<file path="src/rtl/mul_pkg.sv">
// Shared types and constants for the multiplier sequencing controller.
package mul_pkg;

    localparam int unsigned MUL_WIDTH = 32;
    localparam int unsigned MUL_CNT_W = 6;

    localparam logic [1:0] ST_IDLE = 2'd0;
    localparam logic [1:0] ST_LOAD = 2'd1;
    localparam logic [1:0] ST_ITER = 2'd2;
    localparam logic [1:0] ST_DONE = 2'd3;

    typedef enum logic [1:0] {
        IDLE = ST_IDLE,
        LOAD = ST_LOAD,
        ITER = ST_ITER,
        DONE = ST_DONE
    } mul_state_e;

    // Product register control opcodes
    localparam logic [1:0] MUL_OP_NONE      = 2'd0;
    localparam logic [1:0] MUL_OP_LOAD      = 2'd1;
    localparam logic [1:0] MUL_OP_ADD_SHIFT = 2'd2;
    localparam logic [1:0] MUL_OP_SHIFT     = 2'd3;

    function automatic logic [1:0] mul_op(input logic load, input logic add, input logic shift);
        if (load)
            return MUL_OP_LOAD;
        else if (shift)
            return add ? MUL_OP_ADD_SHIFT : MUL_OP_SHIFT;
        else
            return MUL_OP_NONE;
    endfunction

endpackage

</file>
<file path="src/rtl/mul_iter_counter.sv">
// Clearable, saturating iteration counter with a terminal-count flag.
module mul_iter_counter
    import mul_pkg::*;
#(
    parameter int unsigned WIDTH = MUL_WIDTH,
    parameter int unsigned CNT_W = MUL_CNT_W
) (
    input  logic             clk,
    input  logic             rst,
    input  logic             clr,
    input  logic             inc,
    output logic [CNT_W-1:0] count,
    output logic             term_c
);

    logic [CNT_W-1:0] count_q;
    logic [CNT_W-1:0] count_d;

    assign term_c = (count_q == CNT_W'(WIDTH - 1));
    assign count  = count_q;

    // Holds at WIDTH-1 rather than wrapping; clear has priority.
    always_comb begin
        count_d = count_q;
        if (clr)
            count_d = '0;
        else if (inc && !term_c)
            count_d = count_q + CNT_W'(1);
    end

    always_ff @(posedge clk) begin
        if (rst)
            count_q <= '0;
        else
            count_q <= count_d;
    end

endmodule

</file>
<file path="src/rtl/mul_control.sv">
// Sequencing FSM for the shift/add multiplier Product register.
// Optional zero-multiplier bypass enabled by defining MUL_CTRL_ZERO_SKIP_EN.
module mul_control
    import mul_pkg::*;
#(
    parameter int unsigned WIDTH = MUL_WIDTH,
    parameter int unsigned CNT_W = MUL_CNT_W
) (
    input  logic             clk,
    input  logic             rst,
    input  logic             start,
    input  logic             lsb,
    input  logic             mplier_zero,
    output logic             load_ctrl,
    output logic             adding_ctrl,
    output logic             shift_ctrl,
    output logic [CNT_W-1:0] w_ctrl_Product,
    output logic             rdy,
    output logic             busy,
    output logic             done
);

    mul_state_e state_q, state_d;
    logic load_q, load_d;
    logic shift_q, shift_d;
    logic rdy_q, rdy_d;
    logic busy_q, busy_d;
    logic done_q, done_d;
    logic cnt_clr, cnt_inc, cnt_term;
    logic [CNT_W-1:0] cnt;
    logic skip_q;

`ifdef MUL_CTRL_ZERO_SKIP_EN
    logic skip_d;

    // Zero-multiplier flag is captured only when a multiply is accepted.
    always_comb begin
        skip_d = skip_q;
        if (state_q == IDLE && start)
            skip_d = mplier_zero;
    end

    always_ff @(posedge clk) begin
        if (rst)
            skip_q <= 1'b0;
        else
            skip_q <= skip_d;
    end
`else
    logic unused_mplier_zero;
    assign unused_mplier_zero = mplier_zero;
    assign skip_q             = 1'b0;
`endif

    mul_iter_counter #(
        .WIDTH (WIDTH),
        .CNT_W (CNT_W)
    ) u_iter_counter (
        .clk    (clk),
        .rst    (rst),
        .clr    (cnt_clr),
        .inc    (cnt_inc),
        .count  (cnt),
        .term_c (cnt_term)
    );

    // Next state and registered Moore outputs decoded from the next state.
    always_comb begin
        state_d = state_q;
        cnt_clr = 1'b0;
        cnt_inc = 1'b0;
        unique case (state_q)
            IDLE: if (start) state_d = LOAD;
            LOAD: begin
                cnt_clr = 1'b1;
                state_d = skip_q ? DONE : ITER;
            end
            ITER: begin
                cnt_inc = 1'b1;
                if (cnt_term) state_d = DONE;
            end
            DONE: state_d = IDLE;
            default: state_d = IDLE;
        endcase

        rdy_d   = (state_d == IDLE);
        load_d  = (state_d == LOAD);
        shift_d = (state_d == ITER);
        busy_d  = (state_d == LOAD) || (state_d == ITER);
        done_d  = (state_d == DONE);
    end

    always_ff @(posedge clk) begin
        if (rst) begin
            state_q <= IDLE;
            rdy_q   <= 1'b1;
            load_q  <= 1'b0;
            shift_q <= 1'b0;
            busy_q  <= 1'b0;
            done_q  <= 1'b0;
        end else begin
            state_q <= state_d;
            rdy_q   <= rdy_d;
            load_q  <= load_d;
            shift_q <= shift_d;
            busy_q  <= busy_d;
            done_q  <= done_d;
        end
    end

    assign load_ctrl      = load_q;
    assign shift_ctrl     = shift_q;
    assign adding_ctrl    = shift_q & lsb;
    assign rdy            = rdy_q;
    assign busy           = busy_q;
    assign done           = done_q;
    assign w_ctrl_Product = cnt;

endmodule

</file>
<file path="config.mk">
export PLATFORM = sky130hd
export DESIGN_NAME = mul_control
export DESIGN_NICKNAME = d
export VERILOG_FILES = /design/src/rtl/mul_pkg.sv /design/src/rtl/mul_iter_counter.sv /design/src/rtl/mul_control.sv
export SDC_FILE = /design/constraint.sdc
export NUM_CORES = 1
export LEC_CHECK = 0
export ABC_CLOCK_PERIOD_IN_PS = 4700
export CORE_MARGIN = 10
export CORE_UTILIZATION = 42
export CTS_BUF_LIST = sky130_fd_sc_hd__clkbuf_2
export DETAILED_ROUTE_END_ITERATION = 10
export PLACE_DENSITY = 0.69
export SLEW_MARGIN = 25
export SYNTH_ARGS = -nofsm -noshare
export SYNTH_HDL_FRONTEND = slang
export SYNTH_SLANG_ARGS = --single-unit
</file>
<file path="constraint.sdc">
create_clock -name clk -period 4.7 [get_ports clk]
set_input_delay 0.705 -clock clk [delete_from_list [all_inputs] [get_ports clk]]
set_output_delay 0.705 -clock clk [all_outputs]
set_load 0.02 [all_outputs]
</file>
==> impl_metrics.ini, run 1 <==
[timing]
finalSetupTns_ns = 0
setup_violations = 0
fmax_mhz = 391.4
fin_crit_sh_pct = 54.37
fin_crit_ns = 2.555
worst_slack_ns = 2.145
finalMaxSlewViolations = 0
hold_violations = 0
slew_headroom_pct = 75.97
rsz0062_at_grt = no
clock-skew-final_ns = 0.003250
worstMarginPinSlew_ns = 0.3566

[run]
drv_cap = 0

[worst_setup_path]
regToRegEndpoint = busy$_SDFF_PP0_
arrival_ns = 1.85
critPathLaunchType = primary input
crit_path_end = adding_ctrl
startpoint = lsb
crit_fanout = 1
ff2ff_path_depth = 6
worstReg2RegStart = state_q[0]$_SDFF_PP0_
critPathRequiredTime_ns = 3.99
regToRegSetupSlack_ns = 3.02
timing.setup.critical_path_class = in2out
crit_path_end_kind = primary output

[cts]
clkTransAtPathRegs_ns = 0.12
hold_buffers = 0
postCtsSetupBuffers = 0
htreeDepth = 1
clockBufferDepth = 2
insertion_delay_ns = 0.27
root_buffer = clkbuf_2
cts_buffers = 3
cts.sinks = 13
cts_resized = 0
cts_tree = done

[placement]
dp_hpwl_um = 893.6
portBuffers = 15
placed_cell_area_um2 = 747.0
place_congestion = 0.7316
dpl_worst_slack_ns = 2.133

[floorplan]
fp.dieH_um = 57.10
core_um2 = 1301
fp.dieArea_um2 = 3260
ioPinCount = 17
start_util_pct = 44.42
dieWidth_um = 57.10
rows = 13

[synthesis]
ys_seq_area_share_pct = 45.02
yosysTopAreaCell = dfxtp_1
syn_nets = 70
yosysUniqueCellTypes = 24
syn_inst = 59
synth_seq_cells = 13
synth.area.top_cells = dfxtp_1 45%, ha_1 13%, nor2b_1 4.3%
netlist_area_um2 = 578.1
synth_top_area_share_pct = 45.02
yosys_warnings = 0
syn_avg_cell_area_um2 = 9.798

[cells_and_area]
final_cell_mix = 15 x clkdlybuf4s50_1, 13 x dfxtp_1, 6 x ha_1
area_growth_pct = 32.68
fin_nets = 90
n_antenna_cell = 0
design_area_um2 = 767.0
layout-drive-gt1-share_pct = 8.974
final_common_cell = clkdlybuf4s50_1

[route]
via_per_inst = 5.151
wl_per_cell_um = 12.16
vias = 479
drt_iter0_drc = 13
remaining_drc_errors = 0
drtAntennaViolNets = 0
first_pass_iters = 4
drt-total-wl_mm = 1.131

[global_routing]
grt_max_degree = 10
grt_pass1_wl_mm = 1.828
antenna_found_initial = 0
grt_overflow = 0
grt_pass1_vias = 454
grtUsageTotal_pct = 6.953

[pwr]
peakVddDrop_mv = 0.2171
power_density_nw_per_um2 = 508.7
leakage_nw = 0.3101

[worst_hold_path]
hold_path.class = reg2reg

[status]
status = complete, no violations
## flip-flops by register name, indices dropped and copies added, names as in the netlist
signal and flops:
rdy 1, busy 1, load_ctrl 1, done 1, shift_ctrl 1, u_iter_counter.count 6, state_q 2
## synthesized netlist by cell type
cell	instances
nand3_2	1
ha_1	6
nand2_1	5
and3_2	1
or4_1	1
and4_1	1
o21ai_0	4
mux2i_1	2
and3_1	1
a21o_1	1
or2_2	1
a21oi_1	2
a311oi_1	1
and2_1	2
a31o_1	1
nand3_1	1
dfxtp_1	13
a31oi_1	3
or3_1	1
nor2b_1	4
inv_1	3
nand4b_1	1
a21boi_1	1
nor2_1	2
## through the flow
stage	util, %	hold slack (ns)	power (mW)	instances
floorplan	-	0.5630	0.2694	59
global placement	57.40	0.4992	0.3328	89
detailed placement	57.40	0.4971	0.3364	89
CTS	58.94	0.5163	0.3965	93
global route	58.94	0.5373	0.4204	93
finish	58.94	0.5163	0.3901	93
## report_power, final
group,switching [mW],internal (mW)
Clock,0.0369,0.0226
Sequential,0.0138,0.138
Combinational,0.0919,0.0873
Total,0.142,0.248
## layer usage
layer  GRT usage [%]  share of wire, %
met3           3.097               7.3
met5               0                 0
met2           9.612                43
met4           6.040               2.0
met1           7.875                47
## logic make-up (layout without fill, tap and decap cells)
family	Yosys count	after routing	synth area share [%]
AND/OR/NAND/NOR	22	22	22.51
AO/OA/AOI/OAI	13	13	14.07
flip-flops	13	13	45.02
adder cells (fa/ha/maj)	6	6	12.99
buffers and inverters	3	22	1.948
multiplexers	2	2	3.463
## worst max-delay path, stage by stage
cell and delay [ns]:
clkdlybuf4s50_1 0.44, and2_1 0.11, clkdlybuf4s50_1 0.59
## worst min-delay path by stage
stage	start	end	depth (start not counted)
final	u_iter_counter.count[1]$_SDFFE_PP0P_	u_iter_counter.count[1]$_SDFFE_PP0P_	2
after global routing	u_iter_counter.count[1]$_SDFFE_PP0P_	u_iter_counter.count[1]$_SDFFE_PP0P_	2
after CTS	u_iter_counter.count[1]$_SDFFE_PP0P_	u_iter_counter.count[1]$_SDFFE_PP0P_	2
after detailed placement	u_iter_counter.count[1]$_SDFFE_PP0P_	u_iter_counter.count[1]$_SDFFE_PP0P_	2
after global placement	u_iter_counter.count[1]$_SDFFE_PP0P_	u_iter_counter.count[1]$_SDFFE_PP0P_	2
after floorplan	u_iter_counter.count[1]$_SDFFE_PP0P_	u_iter_counter.count[1]$_SDFFE_PP0P_	2
## layout make-up
cell class / count / area, µm²
Fill cell: 118 / 534.3
Multi-Input combinational cell: 43 / 306.5
Sequential cell: 13 / 260.3
Timing Repair Buffer: 15 / 150.1
Clock buffer: 4 / 20.02
Tap cell: 15 / 18.77
Inverter: 3 / 11.26
Note: power is estimated with default switching activity, not from simulation.
==> inputs of run 2 (changes only) <==
--- a/config.mk
+++ b/config.mk
@@ -5,7 +5,7 @@
 export SDC_FILE = /design/constraint.sdc
 export NUM_CORES = 1
 export LEC_CHECK = 0
-export ABC_CLOCK_PERIOD_IN_PS = 4700
+export ABC_CLOCK_PERIOD_IN_PS = 2660
 export CORE_MARGIN = 10
 export CORE_UTILIZATION = 42
 export CTS_BUF_LIST = sky130_fd_sc_hd__clkbuf_2
==> constraint.sdc (replaced) <==
create_clock -name clk -period 2.66 [get_ports clk]
set_input_delay 0.399 -clock clk [delete_from_list [all_inputs] [get_ports clk]]
set_output_delay 0.399 -clock clk [all_outputs]
set_load 0.02 [all_outputs]
==> run 2 against run 1 <==
Cell count unchanged. Highest routed layer unchanged. Worst setup slack got worse by 1.4 ns. Clock power increased by 73%.
==> impl_metrics.ini, run 2 (synthesis results as in run 1) <==
[global_routing]
grt_pass1_wl_mm = 1.925
grt_max_degree = 10
grtUsageTotal_pct = 7.137
grt_pass1_vias = 486
grt_overflow = 0
antenna_found_initial = 0

[worst_hold_path]
hold_path.class = reg2reg

[worst_setup_path]
cp_top_family = buffers and inverters
crit_fanout = 1
timing.setup.critical_path_class = in2out
regToRegSetupSlack_ns = 1.00
max_stage_delay_ns = 0.59
cp_common_cell = clkdlybuf4s50_1
arrival_ns = 1.54
critPathLaunchType = primary input
slowest_stage = clkdlybuf4s50_1
crit_path_end_kind = primary output
critPathRequiredTime_ns = 2.26
critical_path_buf_inv_count = 2
crit_path_cell_trace = clkdlybuf4s50_1, and2_1, clkdlybuf4s50_1

[timing]
hold_ws_ns = 0.5167
worstMarginPinSlew_ns = 0.3355
fin_crit_ns = 1.942
finalMaxSlewViolations = 0
rsz0062_at_grt = no
fin_crit_sh_pct = 73.02
clock-skew-final_ns = 0.008077
finalSetupTns_ns = 0
setup_violations = 0
hold_violations = 0
slew_headroom_pct = 77.40
fmax_mhz = 514.8
worst_slack_ns = 0.7176

[route]
remaining_drc_errors = 0
drt_iter0_drc = 8
wl_met3_um = 100
drtAntennaViolNets = 0
highest_layer = met4
first_pass_iters = 4
wl_per_cell_um = 12.42
vias = 479
dr_wl_met2_um = 498
drt-total-wl_mm = 1.155
m1WireLength_um = 544
via_per_inst = 5.151

[cts]
cts_tree = done
clkTransAtPathRegs_ns = 0.13
htreeDepth = 1
hold_buffers = 0
cts.sinks = 13
root_buffer = clkbuf_2
cts_buffers = 3
postCtsSetupBuffers = 0
clockBufferDepth = 2
insertion_delay_ns = 0.27
cts_resized = 0

[pwr]
pwr-share-clk_pct = 15.0
power.switching_mw = 0.2490
leakage_nw = 0.3101
power_frac_comb_pct = 45.9
peakVddDrop_mv = 0.4042
p_total_mw = 0.6864
power_density_nw_per_um2 = 894.9
power_frac_seq_pct = 39.1
switching_share_pct = 36.27
internal_power_mw = 0.4374

[cells_and_area]
fin_nets = 90
largest_reg_flops = 6
regArea_um2 = 260.3
n_antenna_cell = 0
layout-drive-gt1-share_pct = 8.974
utilization_pct = 58.94
area_growth_pct = 32.68
final_common_cell = clkdlybuf4s50_1
nFillCells = 124
multi_input_area_um2 = 306.5
final_cell_mix = 15 x clkdlybuf4s50_1, 13 x dfxtp_1, 6 x ha_1

[floorplan]
rows = 13
fp.dieH_um = 57.10
fp.dieArea_um2 = 3260
core_um2 = 1301
ioPinCount = 17
start_util_pct = 44.42
dieWidth_um = 57.10

[run]
drv_cap = 0

[placement]
place_congestion = 0.7333
dp_hpwl_um = 892.8
dpl_worst_slack_ns = 0.7049
portBuffers = 15

[status]
status = complete, no violations
-- run 2: cell counts in the layout (fill, tap and decap cells not counted) --
No cell type changed its count.
-- run 2: tightest hold or removal path, stage by stage, from the launching register on --
cell and delay (ns):
dfxtp_1 0.36, nand2_1 0.07, mux2i_1 0.05
-- run 2: final timing paths --
check	startpoint	endpoint	cells past startpoint
max reg2reg	state_q[0]$_SDFF_PP0_	busy$_SDFF_PP0_	6
min reg2reg	u_iter_counter.count[1]$_SDFFE_PP0P_	u_iter_counter.count[1]$_SDFFE_PP0P_	2
max	lsb	adding_ctrl	3
min	u_iter_counter.count[1]$_SDFFE_PP0P_	u_iter_counter.count[1]$_SDFFE_PP0P_	2
-- run 2: power groups by stage --
| stage | clock network (mW) | logic (mW) | registers (mW) |
|---|---|---|---|
| after floorplan | 0 | 0.162 | 0.314 |
| after global placement | 0 | 0.317 | 0.271 |
| after detailed placement | 0 | 0.322 | 0.274 |
| after CTS | 0.106 | 0.322 | 0.269 |
| after global routing | 0.113 | 0.355 | 0.274 |
| final | 0.103 | 0.315 | 0.268 |
-- run 2: per-layer routing --
metal,vias to the layer above,global-route usage [%]
met5,-,0
met4,0,4.027
met3,2,3.097
met2,13,11.01
met1,214,8.020
li1,250,-
-- run 2: cell type report --
type,count,share of cell area (%)
clock buffer,4,2.610
inverter,3,1.468
timing repair buffer,15,19.58
tap,15,2.447
sequential,13,33.93
multi-input combinational,43,39.97
-- run 2: stage by stage --
| step | std cells | cell area (µm²) |
|---|---|---|
| 6_report | 93 | 767.0 |
| 5_1_grt | 93 | 767.0 |
| 4_1_cts | 93 | 767.0 |
| 3_5_place_dp | 89 | 747.0 |
| 3_3_place_gp | 89 | 747.0 |
| 2_1_floorplan | 59 | 578.1 |
